**src/rtl/dmem_arbiter_if.sv**
```systemverilog
`default_nettype none
// ============================================================================
//  Module     : dmem_arbiter_if
//  Description: Bundle of the two requester ports (m0 = core LSU, m1 = DMA/
//               debug loader) and the data_memory port of dmem_arbiter.
//               slave  : arbiter view (takes requests, drives grants/memory)
//               master : environment view (requesters plus data_memory)
//  Signals    : mX_req/we/addr/wdata   requester -> arbiter
//               mX_gnt/rvalid/rdata    arbiter -> requester
//               mem_A/WD/MemWrite      arbiter -> data_memory
//               mem_RD                 data_memory -> arbiter
//  Revision   : 1.0  initial release
// ============================================================================
interface dmem_arbiter_if #(
    parameter int AW = 32,
    parameter int DW = 32
);
    logic          m0_req;
    logic          m0_we;
    logic [AW-1:0] m0_addr;
    logic [DW-1:0] m0_wdata;
    logic          m0_gnt;
    logic          m0_rvalid;
    logic [DW-1:0] m0_rdata;

    logic          m1_req;
    logic          m1_we;
    logic [AW-1:0] m1_addr;
    logic [DW-1:0] m1_wdata;
    logic          m1_gnt;
    logic          m1_rvalid;
    logic [DW-1:0] m1_rdata;

    logic [AW-1:0] mem_A;
    logic [DW-1:0] mem_WD;
    logic          mem_MemWrite;
    logic [DW-1:0] mem_RD;

    modport slave (
        input  m0_req, m0_we, m0_addr, m0_wdata,
        output m0_gnt, m0_rvalid, m0_rdata,
        input  m1_req, m1_we, m1_addr, m1_wdata,
        output m1_gnt, m1_rvalid, m1_rdata,
        output mem_A, mem_WD, mem_MemWrite,
        input  mem_RD
    );

    modport master (
        output m0_req, m0_we, m0_addr, m0_wdata,
        input  m0_gnt, m0_rvalid, m0_rdata,
        output m1_req, m1_we, m1_addr, m1_wdata,
        input  m1_gnt, m1_rvalid, m1_rdata,
        input  mem_A, mem_WD, mem_MemWrite,
        output mem_RD
    );
endinterface
`default_nettype wire

```
**src/rtl/dmem_arbiter.sv**
```systemverilog
`default_nettype none
// ============================================================================
//  Module     : dmem_arbiter
//  Description: Round-robin, burst-limited arbiter sharing a single-port
//               data_memory between m0 (core LSU) and m1 (DMA/debug loader).
//               The memory reads combinationally and writes on the clock
//               edge, so the grant and memory mux are combinational; read
//               data is captured and returned one cycle after the grant.
//  Ports      : clk    clock, rising edge
//               rst_n  asynchronous active-low reset
//               bus    dmem_arbiter_if.slave (requesters + memory port)
//  Parameters : AW address width, DW data width,
//               MAX_BURST consecutive grants to one owner while the other
//               requester waits (>=1)
//  Revision   : 1.0  initial release
// ============================================================================
module dmem_arbiter #(
    parameter int AW        = 32,
    parameter int DW        = 32,
    parameter int MAX_BURST = 4
) (
    input  logic          clk,
    input  logic          rst_n,
    dmem_arbiter_if.slave bus
);

    localparam int              c_cw      = $clog2(MAX_BURST + 1);
    localparam logic [c_cw-1:0] c_max_cnt = c_cw'(MAX_BURST);
    localparam logic [c_cw-1:0] c_one     = c_cw'(1);

    typedef enum logic [1:0] {
        ST_IDLE = 2'd0,
        ST_OWN0 = 2'd1,
        ST_OWN1 = 2'd2
    } own_t;

    own_t            r_own;
    own_t            w_own_nxt;
    logic [c_cw-1:0] r_cnt;
    logic [c_cw-1:0] w_cnt_nxt;
    logic            w_gnt0;
    logic            w_gnt1;
    logic            w_burst_left;

    logic            r_m0_rvalid;
    logic            r_m1_rvalid;
    logic [DW-1:0]   r_m0_rdata;
    logic [DW-1:0]   r_m1_rdata;

    // The owner may keep the memory only while its burst budget lasts; the
    // budget matters only when the other requester is actually waiting.
    assign w_burst_left = (r_cnt < c_max_cnt);

    always_comb begin
        w_gnt0    = 1'b0;
        w_gnt1    = 1'b0;
        w_own_nxt = ST_IDLE;
        w_cnt_nxt = '0;

        case (r_own)
            ST_OWN0: begin
                if (bus.m0_req && (!bus.m1_req || w_burst_left)) begin
                    w_gnt0 = 1'b1;
                end else if (bus.m1_req) begin
                    w_gnt1 = 1'b1;
                end
            end
            ST_OWN1: begin
                if (bus.m1_req && (!bus.m0_req || w_burst_left)) begin
                    w_gnt1 = 1'b1;
                end else if (bus.m0_req) begin
                    w_gnt0 = 1'b1;
                end
            end
            default: begin
                if (bus.m0_req) begin
                    w_gnt0 = 1'b1;
                end else if (bus.m1_req) begin
                    w_gnt1 = 1'b1;
                end
            end
        endcase

        // Grants are suppressed while reset is held so that no write can
        // commit into the memory during reset.
        if (!rst_n) begin
            w_gnt0 = 1'b0;
            w_gnt1 = 1'b0;
        end

        if (w_gnt0) begin
            w_own_nxt = ST_OWN0;
            if (r_own == ST_OWN0) begin
                w_cnt_nxt = w_burst_left ? r_cnt + c_one : r_cnt;
            end else begin
                w_cnt_nxt = c_one;
            end
        end else if (w_gnt1) begin
            w_own_nxt = ST_OWN1;
            if (r_own == ST_OWN1) begin
                w_cnt_nxt = w_burst_left ? r_cnt + c_one : r_cnt;
            end else begin
                w_cnt_nxt = c_one;
            end
        end
    end

    always_ff @(posedge clk or negedge rst_n) begin
        if (!rst_n) begin
            r_own <= ST_IDLE;
            r_cnt <= '0;
        end else begin
            r_own <= w_own_nxt;
            r_cnt <= w_cnt_nxt;
        end
    end

    // Memory port mux: idle bus drives zeros.
    assign bus.mem_A        = w_gnt0 ? bus.m0_addr  : (w_gnt1 ? bus.m1_addr  : '0);
    assign bus.mem_WD       = w_gnt0 ? bus.m0_wdata : (w_gnt1 ? bus.m1_wdata : '0);
    assign bus.mem_MemWrite = (w_gnt0 & bus.m0_we) | (w_gnt1 & bus.m1_we);

    // Read return: capture the combinational memory output at the end of the
    // read grant cycle; rvalid is a single-cycle pulse, rdata holds.
    always_ff @(posedge clk or negedge rst_n) begin
        if (!rst_n) begin
            r_m0_rvalid <= 1'b0;
            r_m1_rvalid <= 1'b0;
            r_m0_rdata  <= '0;
            r_m1_rdata  <= '0;
        end else begin
            r_m0_rvalid <= w_gnt0 & ~bus.m0_we;
            r_m1_rvalid <= w_gnt1 & ~bus.m1_we;
            if (w_gnt0 && !bus.m0_we) begin
                r_m0_rdata <= bus.mem_RD;
            end
            if (w_gnt1 && !bus.m1_we) begin
                r_m1_rdata <= bus.mem_RD;
            end
        end
    end

    assign bus.m0_gnt    = w_gnt0;
    assign bus.m1_gnt    = w_gnt1;
    assign bus.m0_rvalid = r_m0_rvalid;
    assign bus.m1_rvalid = r_m1_rvalid;
    assign bus.m0_rdata  = r_m0_rdata;
    assign bus.m1_rdata  = r_m1_rdata;

endmodule
`default_nettype wire

```
**src/flat_wrapper.sv**
```systemverilog
// flat-port wrapper written by rule: the top's interface ports become plain ports
module dmem_arbiter_flat 
#(
    parameter int AW        = 32,
    parameter int DW        = 32,
    parameter int MAX_BURST = 4
)
  (clk, rst_n, bus_m0_req, bus_m0_we, bus_m0_addr, bus_m0_wdata, bus_m0_gnt, bus_m0_rvalid, bus_m0_rdata, bus_m1_req, bus_m1_we, bus_m1_addr, bus_m1_wdata, bus_m1_gnt, bus_m1_rvalid, bus_m1_rdata, bus_mem_A, bus_mem_WD, bus_mem_MemWrite, bus_mem_RD);
  dmem_arbiter_if #(.AW(AW), .DW(DW)) bus_i ();
  input  logic clk;
  input  logic rst_n;
  input wire logic [$bits(bus_i.m0_req)-1:0] bus_m0_req;
  input wire logic [$bits(bus_i.m0_we)-1:0] bus_m0_we;
  input wire logic [$bits(bus_i.m0_addr)-1:0] bus_m0_addr;
  input wire logic [$bits(bus_i.m0_wdata)-1:0] bus_m0_wdata;
  output wire logic [$bits(bus_i.m0_gnt)-1:0] bus_m0_gnt;
  output wire logic [$bits(bus_i.m0_rvalid)-1:0] bus_m0_rvalid;
  output wire logic [$bits(bus_i.m0_rdata)-1:0] bus_m0_rdata;
  input wire logic [$bits(bus_i.m1_req)-1:0] bus_m1_req;
  input wire logic [$bits(bus_i.m1_we)-1:0] bus_m1_we;
  input wire logic [$bits(bus_i.m1_addr)-1:0] bus_m1_addr;
  input wire logic [$bits(bus_i.m1_wdata)-1:0] bus_m1_wdata;
  output wire logic [$bits(bus_i.m1_gnt)-1:0] bus_m1_gnt;
  output wire logic [$bits(bus_i.m1_rvalid)-1:0] bus_m1_rvalid;
  output wire logic [$bits(bus_i.m1_rdata)-1:0] bus_m1_rdata;
  output wire logic [$bits(bus_i.mem_A)-1:0] bus_mem_A;
  output wire logic [$bits(bus_i.mem_WD)-1:0] bus_mem_WD;
  output wire logic [$bits(bus_i.mem_MemWrite)-1:0] bus_mem_MemWrite;
  input wire logic [$bits(bus_i.mem_RD)-1:0] bus_mem_RD;
  assign bus_i.m0_req = bus_m0_req;
  assign bus_i.m0_we = bus_m0_we;
  assign bus_i.m0_addr = bus_m0_addr;
  assign bus_i.m0_wdata = bus_m0_wdata;
  assign bus_m0_gnt = bus_i.m0_gnt;
  assign bus_m0_rvalid = bus_i.m0_rvalid;
  assign bus_m0_rdata = bus_i.m0_rdata;
  assign bus_i.m1_req = bus_m1_req;
  assign bus_i.m1_we = bus_m1_we;
  assign bus_i.m1_addr = bus_m1_addr;
  assign bus_i.m1_wdata = bus_m1_wdata;
  assign bus_m1_gnt = bus_i.m1_gnt;
  assign bus_m1_rvalid = bus_i.m1_rvalid;
  assign bus_m1_rdata = bus_i.m1_rdata;
  assign bus_mem_A = bus_i.mem_A;
  assign bus_mem_WD = bus_i.mem_WD;
  assign bus_mem_MemWrite = bus_i.mem_MemWrite;
  assign bus_i.mem_RD = bus_mem_RD;
  dmem_arbiter #(.AW(AW), .DW(DW), .MAX_BURST(MAX_BURST)) u_core (.clk(clk), .rst_n(rst_n), .bus(bus_i));
endmodule
```
**config.mk**
```make
export PLATFORM = sky130hd
export DESIGN_NAME = dmem_arbiter_flat
export DESIGN_NICKNAME = d
export VERILOG_FILES = /design/src/rtl/dmem_arbiter_if.sv /design/src/rtl/dmem_arbiter.sv /design/src/flat_wrapper.sv
export SDC_FILE = /design/constraint.sdc
export NUM_CORES = 1
export LEC_CHECK = 0
export CAP_MARGIN = 15
export CORE_MARGIN = 5
export CORE_UTILIZATION = 35
export CTS_CLUSTER_DIAMETER = 200
export DETAILED_ROUTE_END_ITERATION = 8
export PLACE_DENSITY = 0.8
export SETUP_SLACK_MARGIN = 0.02
export SKIP_CTS_REPAIR_TIMING = 1
export SLEW_MARGIN = 20
export SYNTH_ARGS = -nofsm -noshare
export SYNTH_HDL_FRONTEND = slang
export SYNTH_SLANG_ARGS = --single-unit
```
**constraint.sdc**
```tcl
create_clock -name clk -period 3.11 [get_ports clk]
set_input_delay 0.4665 -clock clk [delete_from_list [all_inputs] [get_ports clk]]
set_output_delay 0.4665 -clock clk [all_outputs]
set_load 0.03 [all_outputs]
```
==> results.yml <==
run_status:
  status: "finished, final reports clean"
floorplanning:
  start_util_pct: 35.3
  die_y_um: 117
  ioPinCount: 299
  die_width_um: 117
  die-area_sq_um: 13700
  rows: 39
  coreArea_sq_um: 11300
yosys:
  yosysSeqAreaShare_pct: 44.4
  synthCells: 407
  synth_fp_nets: 576
  synthesis.area_sq_um: 4000
  ys_seq_elements: 71
  synth.avg_cell_area_sq_um: 9.83
  synth_cell_types: 35
  yosysWarningCount: 0
grt:
  grt_pass1_wl_um: 23000
  grt_pass1_vias: 4367
  track_usage_pct: 22.0
  grt-ovfl-total: 0
  grt_max_degree: 68
  antenna_found_initial: 1
timing:
  setup_viol: 0
  fin_crit_sh_pct: 97.4
  setup_ws_ns: 0.0811
  slew_headroom_pct: 46.2
  fmax_mhz: 330
  fin_crit_ns: 3.03
  hold_ws_ns: 0.104
  fin_skew_ns: 0.00380
  rsz0062_at_grt: "yes"
  slew_violations: 0
  worst_slew_pin_slew_ns: 0.807
  finalHoldViolCount: 0
clocking:
  root_buffer: "clkbuf_16"
  clk_pin_slew_worst_paths_ns: 0.05
  htreeDepth: 3
  cts_buffers: 9
  cts_max_path_buffers: 2
  insertion_delay_ns: 0.32
  cts_tree: "done"
  cts_num_sinks: 71
routing:
  first_pass_iters: 4
  ant_nets: 0
  wl_per_cell_um: 19.7
  route.detailed.drc: 0
  via_per_inst: 5.03
  vias: 4242
  drt_iter0_drc: 229
  wirelength_um: 16600
flow_run:
  max_cap_viol_count: 0
power_and_ir_drop:
  power.leakage_nw: 3.22
  pwr_density_cell_nw_per_um2: 584
  ir_drop_mv: 0.651
critical_path:
  r2r_cells: 7
  crit_required_ns: 2.64
  reg2reg_to: "u_core.bus.m0_rdata[15]$_DFFE_PN0P_"
  cp.arrival_ns: 2.56
  worstReg2RegStart: "u_core.r_own[0]$_DFF_PN0_"
  critPathMaxFanout: 32
  cp-end-kind: "primary output"
  rrSetupSlack_ns: 0.70
  crit_type: "reg2out"
  startpoint_type: "flop"
finish:
  area_delta_synth_final_pct: 85.0
  layout_commonest_cell: "clkdlybuf4s50_1"
  drive_above_1_share_pct: 25.0
  mostFrequentLayoutCells: "231 x clkdlybuf4s50_1, 71 x dfrtp_1, 68 x buf_4"
  postLayoutCoreUtil_pct: 65.4
  nNetsFinal: 864
place:
  pre_cts_ws_ns: 0.141
  portBuffers: 298
  gp_congestion: 0.961
  dpl.hpwl_um: 13000
worst_hold_path:
  hold_class: "in2async"
## area by class of cell
class / instances / area (sq um)
sequential: 71 / 1780
clock inverter: 4 / 45.0
clock buffer: 11 / 253
timing repair buffer: 313 / 3080
fill: 905 / 3920
tap: 143 / 179
inverter: 7 / 26.3
multi-input combinational: 293 / 2040
antenna: 1 / 2.50
## how the worst max path moves through the flow
| stage | start | to | slack, ns | cells past startpoint |
|---|---|---|---|---|
| CTS | u_core.r_own[0]$_DFF_PN0_ | bus_mem_A[1] | -0.06 | 8 |
| global route | u_core.r_own[0]$_DFF_PN0_ | bus_mem_A[22] | -0.01 | 8 |
| finish | u_core.r_own[0]$_DFF_PN0_ | bus_mem_A[24] | 0.08 | 8 |
| global placement | bus_m1_req | bus_mem_A[12] | 0.21 | 7 |
| floorplan | u_core.r_own[0]$_DFF_PN0_ | bus_mem_A[0] | 0.20 | 7 |
| detailed placement | bus_m1_req | bus_mem_A[1] | 0.14 | 7 |
## logic make-up (layout without fill, tap and decap cells)
group / count (synthesis) / in the layout / synth area share [%]
AOI/OAI and AO/OA: 77 / 77 / 10.7
xor gates and xnor gates: 1 / 1 / 0.219
adders and majority gates: 3 / 3 / 0.938
buffers and inverters: 43 / 335 / 5.97
DFF: 71 / 71 / 44.4
muxes: 65 / 65 / 21.0
other: 0 / 1 / 0
and+or+nand+nor: 147 / 147 / 16.8
## cell usage after synthesis
| library cell | count | share of area [%] |
|---|---|---|
| o22ai_1 | 1 | 0.16 |
| xnor2_1 | 1 | 0.22 |
| nand3b_1 | 1 | 0.19 |
| nand2_1 | 67 | 6.3 |
| mux2_2 | 35 | 9.9 |
| a2bb2oi_1 | 1 | 0.22 |
| nand3_2 | 1 | 0.25 |
| nor3_1 | 1 | 0.12 |
| nor2_1 | 7 | 0.66 |
| o311ai_2 | 1 | 0.41 |
| nand3_1 | 64 | 8.0 |
| and4b_1 | 1 | 0.25 |
| mux2_4 | 29 | 11 |
| or3_1 | 1 | 0.16 |
| nand2b_1 | 2 | 0.31 |
| clkbuf_1 | 16 | 1.5 |
| a32oi_1 | 1 | 0.22 |
| and2b_2 | 1 | 0.22 |
| o311a_2 | 1 | 0.28 |
| o21ai_0 | 66 | 8.3 |
| inv_1 | 7 | 0.66 |
| a21oi_1 | 2 | 0.25 |
| a221oi_1 | 1 | 0.22 |
| ha_1 | 3 | 0.94 |
| buf_1 | 10 | 0.94 |
| o21ai_1 | 1 | 0.12 |
| or4b_4 | 1 | 0.34 |
| buf_4 | 3 | 0.56 |
| buf_2 | 2 | 0.25 |
| a21boi_2 | 1 | 0.28 |
| mux2i_1 | 1 | 0.25 |
| o311a_1 | 1 | 0.25 |
| buf_6 | 2 | 0.56 |
| dfrtp_1 | 71 | 44 |
| buf_12 | 3 | 1.5 |
## worst max-delay path: stages (launching register included)
cell	delay, ns
dfrtp_1	0.38
inv_1	0.06
ha_2	0.31
or4b_4	0.53
o311ai_4	0.14
nand3_4	0.18
buf_12	0.21
o21ai_0	0.22
buf_4	0.20
## metrics by stage
step / instance area, sq um / total power [W] / instances / TNS [ns]
3_3_place_gp: 7000 / 0.00327 / 824 / 0
2_1_floorplan: 4000 / 0.00235 / 407 / 0
3_5_place_dp: 7000 / 0.00332 / 824 / 0
4_1_cts: 7300 / 0.00435 / 839 / -0.445
6_report: 7400 / 0.00432 / 843 / 0
5_1_grt: 7400 / 0.00451 / 843 / -0.124
## report_power, final
| part | switching (W) | internal, W | total [W] |
|---|---|---|---|
| clock network | 0.000354 | 0.000655 | 0.00101 |
| registers | 0.000136 | 0.00117 | 0.00131 |
| logic | 0.00103 | 0.000978 | 0.00201 |
| total | 0.00152 | 0.00280 | 0.00432 |
## sequential cells by signal, summed over array words and instances (netlist names)
register and count:
u_core.bus.m0_rvalid 1, u_core.bus.m1_rvalid 1, u_core.r_cnt 3, u_core.bus.m1_rdata 32, u_core.bus.m0_rdata 32, u_core.r_own 2
## layer usage
layer  up-vias  global-route usage (%)  wire length (um)
li1       1998                       -                 -
met1      1989                    22.8              5690
met2       213                    39.1              8380
met3        42                    8.12              1800
met4         0                    10.7               705
met5         -                       0                 0
Note: power is estimated with default switching activity, not from simulation.
